===== src/rtl/snake_display_decoder_pkg.sv =====
// ============================================================================
// Module      : snake_pkg
// Description : Shared types, constants and the ring-to-segment map for the
//               two-digit rotating "snake" display.
// Revision    : 1.0 - initial release
// ============================================================================
`default_nettype none

package snake_pkg;

  typedef logic [3:0] phase_t;

  typedef enum logic [1:0] {
    UNLOCKED  = 2'd0,
    CANDIDATE = 2'd1,
    LOCKED    = 2'd2
  } state_t;

  localparam logic [11:0] SNAKE_INIT   = 12'hE00;
  localparam int          SNAKE_PHASES = 12;

  // Returns {disp_1, disp_2}; segments shared by two ring cells are OR-ed.
  function automatic logic [13:0] ring_to_seg(input logic [11:0] b);
    return {b[5], 1'b0, 1'b0, b[11], b[0], b[6], b[7] | b[1],
            b[4], b[3], b[9], b[10], 1'b0, 1'b0, b[2] | b[8]};
  endfunction

  function automatic logic [11:0] ring_of_phase(input int p);
    logic [11:0] r;
    r = (SNAKE_INIT >> p) | (SNAKE_INIT << (SNAKE_PHASES - p));
    return r;
  endfunction

  function automatic phase_t next_phase(input phase_t p);
    return (p == 4'(SNAKE_PHASES - 1)) ? 4'd0 : p + 4'd1;
  endfunction

endpackage

`default_nettype wire


===== src/rtl/snake_display_decoder_if.sv =====
// ============================================================================
// Module      : snake_display_decoder_if
// Description : Frame input and tracker status bundle of the snake decoder.
// Revision    : 1.0 - initial release
// ============================================================================
`default_nettype none

interface snake_display_decoder_if;
  import snake_pkg::*;

  logic       sample;
  logic [6:0] disp_1;
  logic [6:0] disp_2;
  phase_t     phase;
  logic       frame_ok;
  logic       locked;
  logic       step_err;
  logic [7:0] err_count;
  logic [7:0] lap_count;

  modport master (
    output sample, disp_1, disp_2,
    input  phase, frame_ok, locked, step_err, err_count, lap_count
  );

  modport slave (
    input  sample, disp_1, disp_2,
    output phase, frame_ok, locked, step_err, err_count, lap_count
  );

endinterface

`default_nettype wire


===== src/rtl/snake_display_decoder_frame_match.sv =====
// ============================================================================
// Module      : snake_frame_match
// Description : Combinational matcher of a segment frame against the twelve
//               legal snake encodings.
// Revision    : 1.0 - initial release
// ============================================================================
`default_nettype none

module snake_frame_match
  import snake_pkg::*;
(
  input  logic [6:0] disp_1,
  input  logic [6:0] disp_2,
  output logic       valid,
  output phase_t     p
);

  logic [SNAKE_PHASES-1:0] w_hit;

  for (genvar i = 0; i < SNAKE_PHASES; i++) begin : g_phase
    localparam logic [11:0] c_ring = ring_of_phase(i);
    assign w_hit[i] = ({disp_1, disp_2} == ring_to_seg(c_ring));
  end

  always_comb begin
    valid = $onehot(w_hit);
    p     = '0;
    for (int i = 0; i < SNAKE_PHASES; i++) begin
      if (w_hit[i]) p = 4'(i);
    end
  end

endmodule

`default_nettype wire


===== src/rtl/snake_display_decoder.sv =====
// ============================================================================
// Module      : snake_display_decoder
// Description : Decodes the snake animation frames and tracks phase lock,
//               sequence errors and completed laps.
// Revision    : 1.0 - initial release
// ============================================================================
`default_nettype none

module snake_display_decoder
  import snake_pkg::*;
(
  input  logic                    clock,
  input  logic                    reset,
  snake_display_decoder_if.slave  bus
);

  logic   w_valid;
  phase_t w_p;

  state_t     r_state, w_next_state;
  phase_t     r_phase;
  logic       r_frame_ok, r_locked, r_step_err;
  logic [7:0] r_err_count, r_lap_count;
  logic       w_err, w_lap, w_succ;

  snake_frame_match u_match (
    .disp_1 (bus.disp_1),
    .disp_2 (bus.disp_2),
    .valid  (w_valid),
    .p      (w_p)
  );

  // r_phase doubles as the stored phase: it loads exactly when a frame is valid.
  assign w_succ = w_valid && (w_p == next_phase(r_phase));

  always_comb begin
    w_next_state = r_state;
    w_err        = 1'b0;
    w_lap        = 1'b0;
    if (bus.sample) begin
      case (r_state)
        UNLOCKED:  if (w_valid) w_next_state = CANDIDATE;
        CANDIDATE: begin
          if (!w_valid)    w_next_state = UNLOCKED;
          else if (w_succ) w_next_state = LOCKED;
        end
        LOCKED: begin
          if (w_succ) begin
            w_lap = (r_phase == 4'(SNAKE_PHASES - 1));
          end else begin
            w_err        = 1'b1;
            w_next_state = w_valid ? CANDIDATE : UNLOCKED;
          end
        end
        default:   w_next_state = UNLOCKED;
      endcase
    end
  end

  always_ff @(posedge clock or posedge reset) begin
    if (reset) begin
      r_state     <= UNLOCKED;
      r_phase     <= '0;
      r_frame_ok  <= 1'b0;
      r_locked    <= 1'b0;
      r_step_err  <= 1'b0;
      r_err_count <= '0;
      r_lap_count <= '0;
    end else if (bus.sample) begin
      r_state    <= w_next_state;
      r_frame_ok <= w_valid;
      r_locked   <= (w_next_state == LOCKED);
      r_step_err <= w_err;
      if (w_valid) r_phase <= w_p;
      if (w_err && (r_err_count != 8'hFF)) r_err_count <= r_err_count + 8'd1;
      if (w_lap) r_lap_count <= r_lap_count + 8'd1;
    end else begin
      r_step_err <= 1'b0;
    end
  end

  assign bus.phase     = r_phase;
  assign bus.frame_ok  = r_frame_ok;
  assign bus.locked    = r_locked;
  assign bus.step_err  = r_step_err;
  assign bus.err_count = r_err_count;
  assign bus.lap_count = r_lap_count;

endmodule

`default_nettype wire


===== src/flat_wrapper.sv =====
// flat-port wrapper written by rule: the top's interface ports become plain ports
module snake_display_decoder_flat import snake_pkg::*;
  (clock, reset, bus_sample, bus_disp_1, bus_disp_2, bus_phase, bus_frame_ok, bus_locked, bus_step_err, bus_err_count, bus_lap_count);
  snake_display_decoder_if bus_i ();
  input  logic clock;
  input  logic reset;
  input wire logic [$bits(bus_i.sample)-1:0] bus_sample;
  input wire logic [$bits(bus_i.disp_1)-1:0] bus_disp_1;
  input wire logic [$bits(bus_i.disp_2)-1:0] bus_disp_2;
  output wire logic [$bits(bus_i.phase)-1:0] bus_phase;
  output wire logic [$bits(bus_i.frame_ok)-1:0] bus_frame_ok;
  output wire logic [$bits(bus_i.locked)-1:0] bus_locked;
  output wire logic [$bits(bus_i.step_err)-1:0] bus_step_err;
  output wire logic [$bits(bus_i.err_count)-1:0] bus_err_count;
  output wire logic [$bits(bus_i.lap_count)-1:0] bus_lap_count;
  assign bus_i.sample = bus_sample;
  assign bus_i.disp_1 = bus_disp_1;
  assign bus_i.disp_2 = bus_disp_2;
  assign bus_phase = bus_i.phase;
  assign bus_frame_ok = bus_i.frame_ok;
  assign bus_locked = bus_i.locked;
  assign bus_step_err = bus_i.step_err;
  assign bus_err_count = bus_i.err_count;
  assign bus_lap_count = bus_i.lap_count;
  snake_display_decoder u_core (.clock(clock), .reset(reset), .bus(bus_i));
endmodule

===== config.mk =====
export PLATFORM = sky130hd
export DESIGN_NAME = snake_display_decoder_flat
export DESIGN_NICKNAME = d
export VERILOG_FILES = /design/src/rtl/snake_display_decoder_pkg.sv /design/src/rtl/snake_display_decoder_if.sv /design/src/rtl/snake_display_decoder_frame_match.sv /design/src/rtl/snake_display_decoder.sv /design/src/flat_wrapper.sv
export SDC_FILE = /design/constraint.sdc
export NUM_CORES = 1
export LEC_CHECK = 0
export ABC_CLOCK_PERIOD_IN_PS = 2920
export CORE_MARGIN = 2
export CORE_UTILIZATION = 45
export CTS_BUF_LIST = sky130_fd_sc_hd__clkbuf_4
export DETAILED_ROUTE_END_ITERATION = 8
export PLACE_DENSITY = 0.71
export SKIP_LAST_GASP = 1
export SLEW_MARGIN = 20
export SYNTH_ARGS = -nofsm -noshare
export SYNTH_HDL_FRONTEND = slang
export SYNTH_SLANG_ARGS = --single-unit

===== constraint.sdc =====
create_clock -name clock -period 2.92 [get_ports clock]
set_clock_uncertainty 0.2 [all_clocks]
set_input_delay 0.876 -clock clock [delete_from_list [all_inputs] [get_ports clock]]
set_output_delay 0.876 -clock clock [all_outputs]
set_load 0.005 [all_outputs]

==> impl_table.tex <==
\begin{tabular}{lr}
\hline
Metric & Value \\
\hline
\multicolumn{2}{l}{\textbf{Outcome}} \\
Outcome & finished, violations left \\
Violated checks & setup timing \\
\multicolumn{2}{l}{\textbf{Setup path}} \\
Required @ worst endpoint & 2.97 ns \\
Worst setup EP type & flip-flop \\
Crit Path Category & input pin to flip-flop \\
Crit path DAT & 5.54 ns \\
Kind of launch point of the worst setup path & input pin \\
Largest fanout on the critical path & 4 \\
\multicolumn{2}{l}{\textbf{Synthesis}} \\
Top FF cell, synth & dfrtp\_1 \\
Register area share after synthesis & 0.306 \\
Mean cell area of the mapped netlist & 9.29 um\^{}2 \\
Post-synth cell types & 47 \\
Number of synthesized flops with an enable pin & 0 \\
Dominant cells by area after synthesis & dfrtp\_1 (31\%), fa\_1 (6.9\%), nand4\_1 (4.9\%), ha\_1 (4.3\%), xnor2\_1 (3.9\%) \\
Area share of the largest cell type after synthesis & 0.306 \\
Net count after synthesis & 251 \\
Synth Warn \# & 0 \\
Register bit total from synthesis & 25 \\
Synth Instances & 220 \\
Cell type with the highest aggregate area in the netlist & dfrtp\_1 \\
Share of flip-flops with an asynchronous set or reset after synthesis & 1.00 \\
Combined area of all synthesized cells & 0.00204 mm\^{}2 \\
\multicolumn{2}{l}{\textbf{Timing}} \\
Post-layout min period & 5.49 ns \\
Max Clk Rate & 0.182 GHz \\
Endpoints failing hold & 0 \\
Setup repair after global routing missed its margin & yes \\
Final-layout setup total negative slack & -62.54 ns \\
Worst relative slew slack & 0.773 \\
Final setup slack of the worst path & -2.57 ns \\
Measured slew at the worst slew-check pin & 0.335 ns \\
Portion of the clock cycle consumed by the worst path in the final layout & 1.88 \\
Number of endpoints failing setup at the final stage & 25 \\
Pins Over Slew Limit & 0 \\
\multicolumn{2}{l}{\textbf{Global route}} \\
Antenna violations before repair & 0 \\
First-pass GRT wire length & 10.6 mm \\
Leftover overflow at the end of global routing & 0 \\
Overall global routing resource usage & 0.262 \\
Largest net degree at the start of global routing & 26 \\
Vias in the first global route & 2,274 \\
\multicolumn{2}{l}{\textbf{Power}} \\
Total power consumption of the routed design & 674 uW \\
Static Leak & 0.00159 uW \\
Maximum ir drop on the vdd rail & 153 uV \\
Total power density per cell area & 189 mW/mm\^{}2 \\
\multicolumn{2}{l}{\textbf{Cells and area}} \\
\# nets final & 381 \\
Post-Layout Cell Count & 401 \\
Fill count & 253 \\
Proportion of layout cells with a drive suffix above 1 & 0.467 \\
Diodes inserted & 0 \\
Post-layout instance area & 0.00357 mm\^{}2 \\
Area growth syn-to-layout & 74.7\% \\
\multicolumn{2}{l}{\textbf{CTS}} \\
Clock tree from TritonCTS & built \\
Number of H-tree branching levels & 1 \\
Clock buffer depth & 2 \\
Cell at the root of the clock tree & clkbuf\_4 \\
Clock edge transition at the registers on the reported setup and hold paths & 0.16 ns \\
Cts-stage hold buffer count & 0 \\
Clock insertion delay at the later pin of the skew report & 0.34 ns \\
Number of buffers created by CTS & 3 \\
Clock sink total & 25 \\
\multicolumn{2}{l}{\textbf{Route}} \\
DRC marker count from the first detailed-route iteration & 101 \\
Average wire per cell in the routed design & 16.8 um \\
Number of vias after detailed routing & 2,273 \\
Post-Route WL & 6.74 mm \\
Length of the first detailed-routing pass in iterations & 4 \\
Remaining antenna violation count & 0 \\
Remaining DRCs & 0 \\
Average via count per standard cell & 5.67 \\
\multicolumn{2}{l}{\textbf{Floorplanning}} \\
Count of pins on the block boundary & 40 \\
Die height & 71.4 um \\
X dimension of the die & 71.4 um \\
Area enclosed by the die boundary & 0.00510 mm\^{}2 \\
Starting density of the core & 0.469 \\
Standard-cell row count & 24 \\
Core area & 0.00435 mm\^{}2 \\
\multicolumn{2}{l}{\textbf{Place}} \\
HPWL Detailed & 4.32 mm \\
Number of I/O port buffers & 39 \\
Standard cell area after detailed placement & 0.00306 mm\^{}2 \\
Weighted congestion reported at the end of routability-driven placement & 0.952 \\
Number of cells in the design after placement & 374 \\
\multicolumn{2}{l}{\textbf{Flow run}} \\
Max-cap viol count & 0 \\
\multicolumn{2}{l}{\textbf{Worst hold path}} \\
Path type of the worst min-delay path & flip-flop to flip-flop \\
\hline
\end{tabular}
[power breakdown]
part           switching, uW  internal [uW]  total, uW
registers               5.92            351        357
clock network            115           55.8        170
logic                   69.7           76.8        147
[timing repair]
action,CTS,global route
pin swaps,12,14
endpoints found under the setup margin,25,25
resized for setup,103,30
setup buffers,16,9
cloned,1,0
[state kept, by name, indices dropped and copies added (netlist names)]
signal,count
u_core.bus.err_count,8
u_core.bus.lap_count,8
u_core.bus.phase,4
u_core.r_state,2
u_core.bus.frame_ok,1
u_core.bus.locked,1
u_core.bus.step_err,1
[through the flow]
step / utilization / hold WS [ns] / setup slack [ns]
floorplan: - / 0.268 / -2.61
global placement: 0.703 / 0.268 / -3.15
finish: 0.820 / 0.285 / -2.57
CTS: 0.797 / 0.295 / -2.44
detailed placement: 0.703 / 0.270 / -3.35
global route: 0.820 / 0.320 / -2.72
[synth_stat cells (2+ instances only)]
cell and instances:
dfrtp_1 25, nand2_1 19, nand4_1 16, inv_1 15, nor2_1 10, and3_1 9, o21ai_0 9, xnor2_1 9
xor2_1 9, a21oi_1 8, fa_1 7, ha_1 7, nor2b_1 7, nand3_1 6, nor3_1 6, nor4b_1 6
mux2_1 4, a2111oi_0 3, a211oi_1 3, clkbuf_1 3, nand2b_1 3, or3_1 3, a21o_1 2, a22o_1 2
and2_1 2, nor3b_1 2, nor4_2 2, nor4bb_1 2, o211ai_1 2, or2_2 2
[cell type report]
class,count,area (um^2),area share
clock buffers,3,22.5,0.00631
well taps,52,65.1,0.0182
inverters,15,56.3,0.0158
multi-input cells,176,1670,0.468
repair buffers,129,1120,0.314
flip-flops and latches,25,626,0.175
clock inverters,1,8.76,0.00245
[layout by cell type, fill, tap and decap left out, drive strengths merged, types with 2 or more instances in the layout]
cell type / synthesis / final
mux2: 5 / 5
nor2: 10 / 10
nor4: 4 / 4
o21ai: 9 / 9
dfrtp: 25 / 25
nand2: 19 / 19
a21oi: 8 / 8
nor4b: 7 / 7
ha: 7 / 7
clkdlybuf4s15: 0 / 5
and3: 9 / 9
fa: 7 / 7
and2: 2 / 2
o211ai: 2 / 2
xor2: 9 / 9
nand2b: 3 / 3
nor4bb: 2 / 2
clkdlybuf4s50: 0 / 25
nand4: 17 / 17
a211oi: 5 / 5
a2111oi: 3 / 3
xnor2: 9 / 9
a21o: 2 / 2
buf: 1 / 99
nor3b: 2 / 2
inv: 15 / 16
clkbuf: 3 / 3
a22o: 2 / 2
or3: 3 / 3
nor2b: 7 / 7
o22ai: 2 / 2
nor3: 6 / 6
nand3: 7 / 7
or2: 2 / 2
[cell families after synthesis]
logic type / Yosys count / synth area share
adder cells (fa/ha/maj): 14 / 0.111
flip-flops: 25 / 0.306
buffers and inverters: 19 / 0.0367
AND/OR/NAND/NOR: 103 / 0.314
multiplexers: 5 / 0.0276
XOR/XNOR: 18 / 0.0772
AO/OA/AOI/OAI: 36 / 0.127
[worst max-delay path, cell delays in order]
cell and delay, ns:
buf_12 0.10, nor4b_4 0.38, nand3_2 0.12, or2_4 0.25, fa_1 0.51, inv_2 0.04
fa_1 0.54, fa_1 0.43, fa_1 0.52, ha_2 0.20, inv_2 0.04, fa_2 0.37
a2111oi_4 0.29, a21oi_4 0.07, nor3_4 0.17, buf_4 0.15, buf_6 0.12, a21oi_4 0.07
mux2_4 0.29
[worst paths after layout]
kind	startpoint	end	slack, ns	depth (start not counted)
setup / recovery	bus_disp_2[3]	u_core.bus.err_count[1]$_DFFE_PP0P_	-2.57	19
hold / removal	u_core.bus.lap_count[7]$_DFFE_PP0P_	u_core.bus.lap_count[7]$_DFFE_PP0P_	0.28	1
min in group asynchronous	reset	u_core.bus.lap_count[7]$_DFFE_PP0P_	0.66	3
hold reg to reg	u_core.bus.lap_count[7]$_DFFE_PP0P_	u_core.bus.lap_count[7]$_DFFE_PP0P_	0.28	1
setup reg to reg	u_core.bus.phase[0]$_DFFE_PP0P_	u_core.bus.lap_count[7]$_DFFE_PP0P_	0.25	9
max in group asynchronous	reset	u_core.bus.phase[3]$_DFFE_PP0P_	1.59	3
[metal layers]
layer	wire length [um]	vias to the layer above	share of wire	GRT usage
li1	-	1067	-	-
met1	2800	1104	0.42	0.334
met2	3440	82	0.51	0.475
met3	325	20	0.048	0.0253
met4	170	0	0.025	0.0692
met5	0	-	0	0
Note: power is estimated with default switching activity, not from simulation.
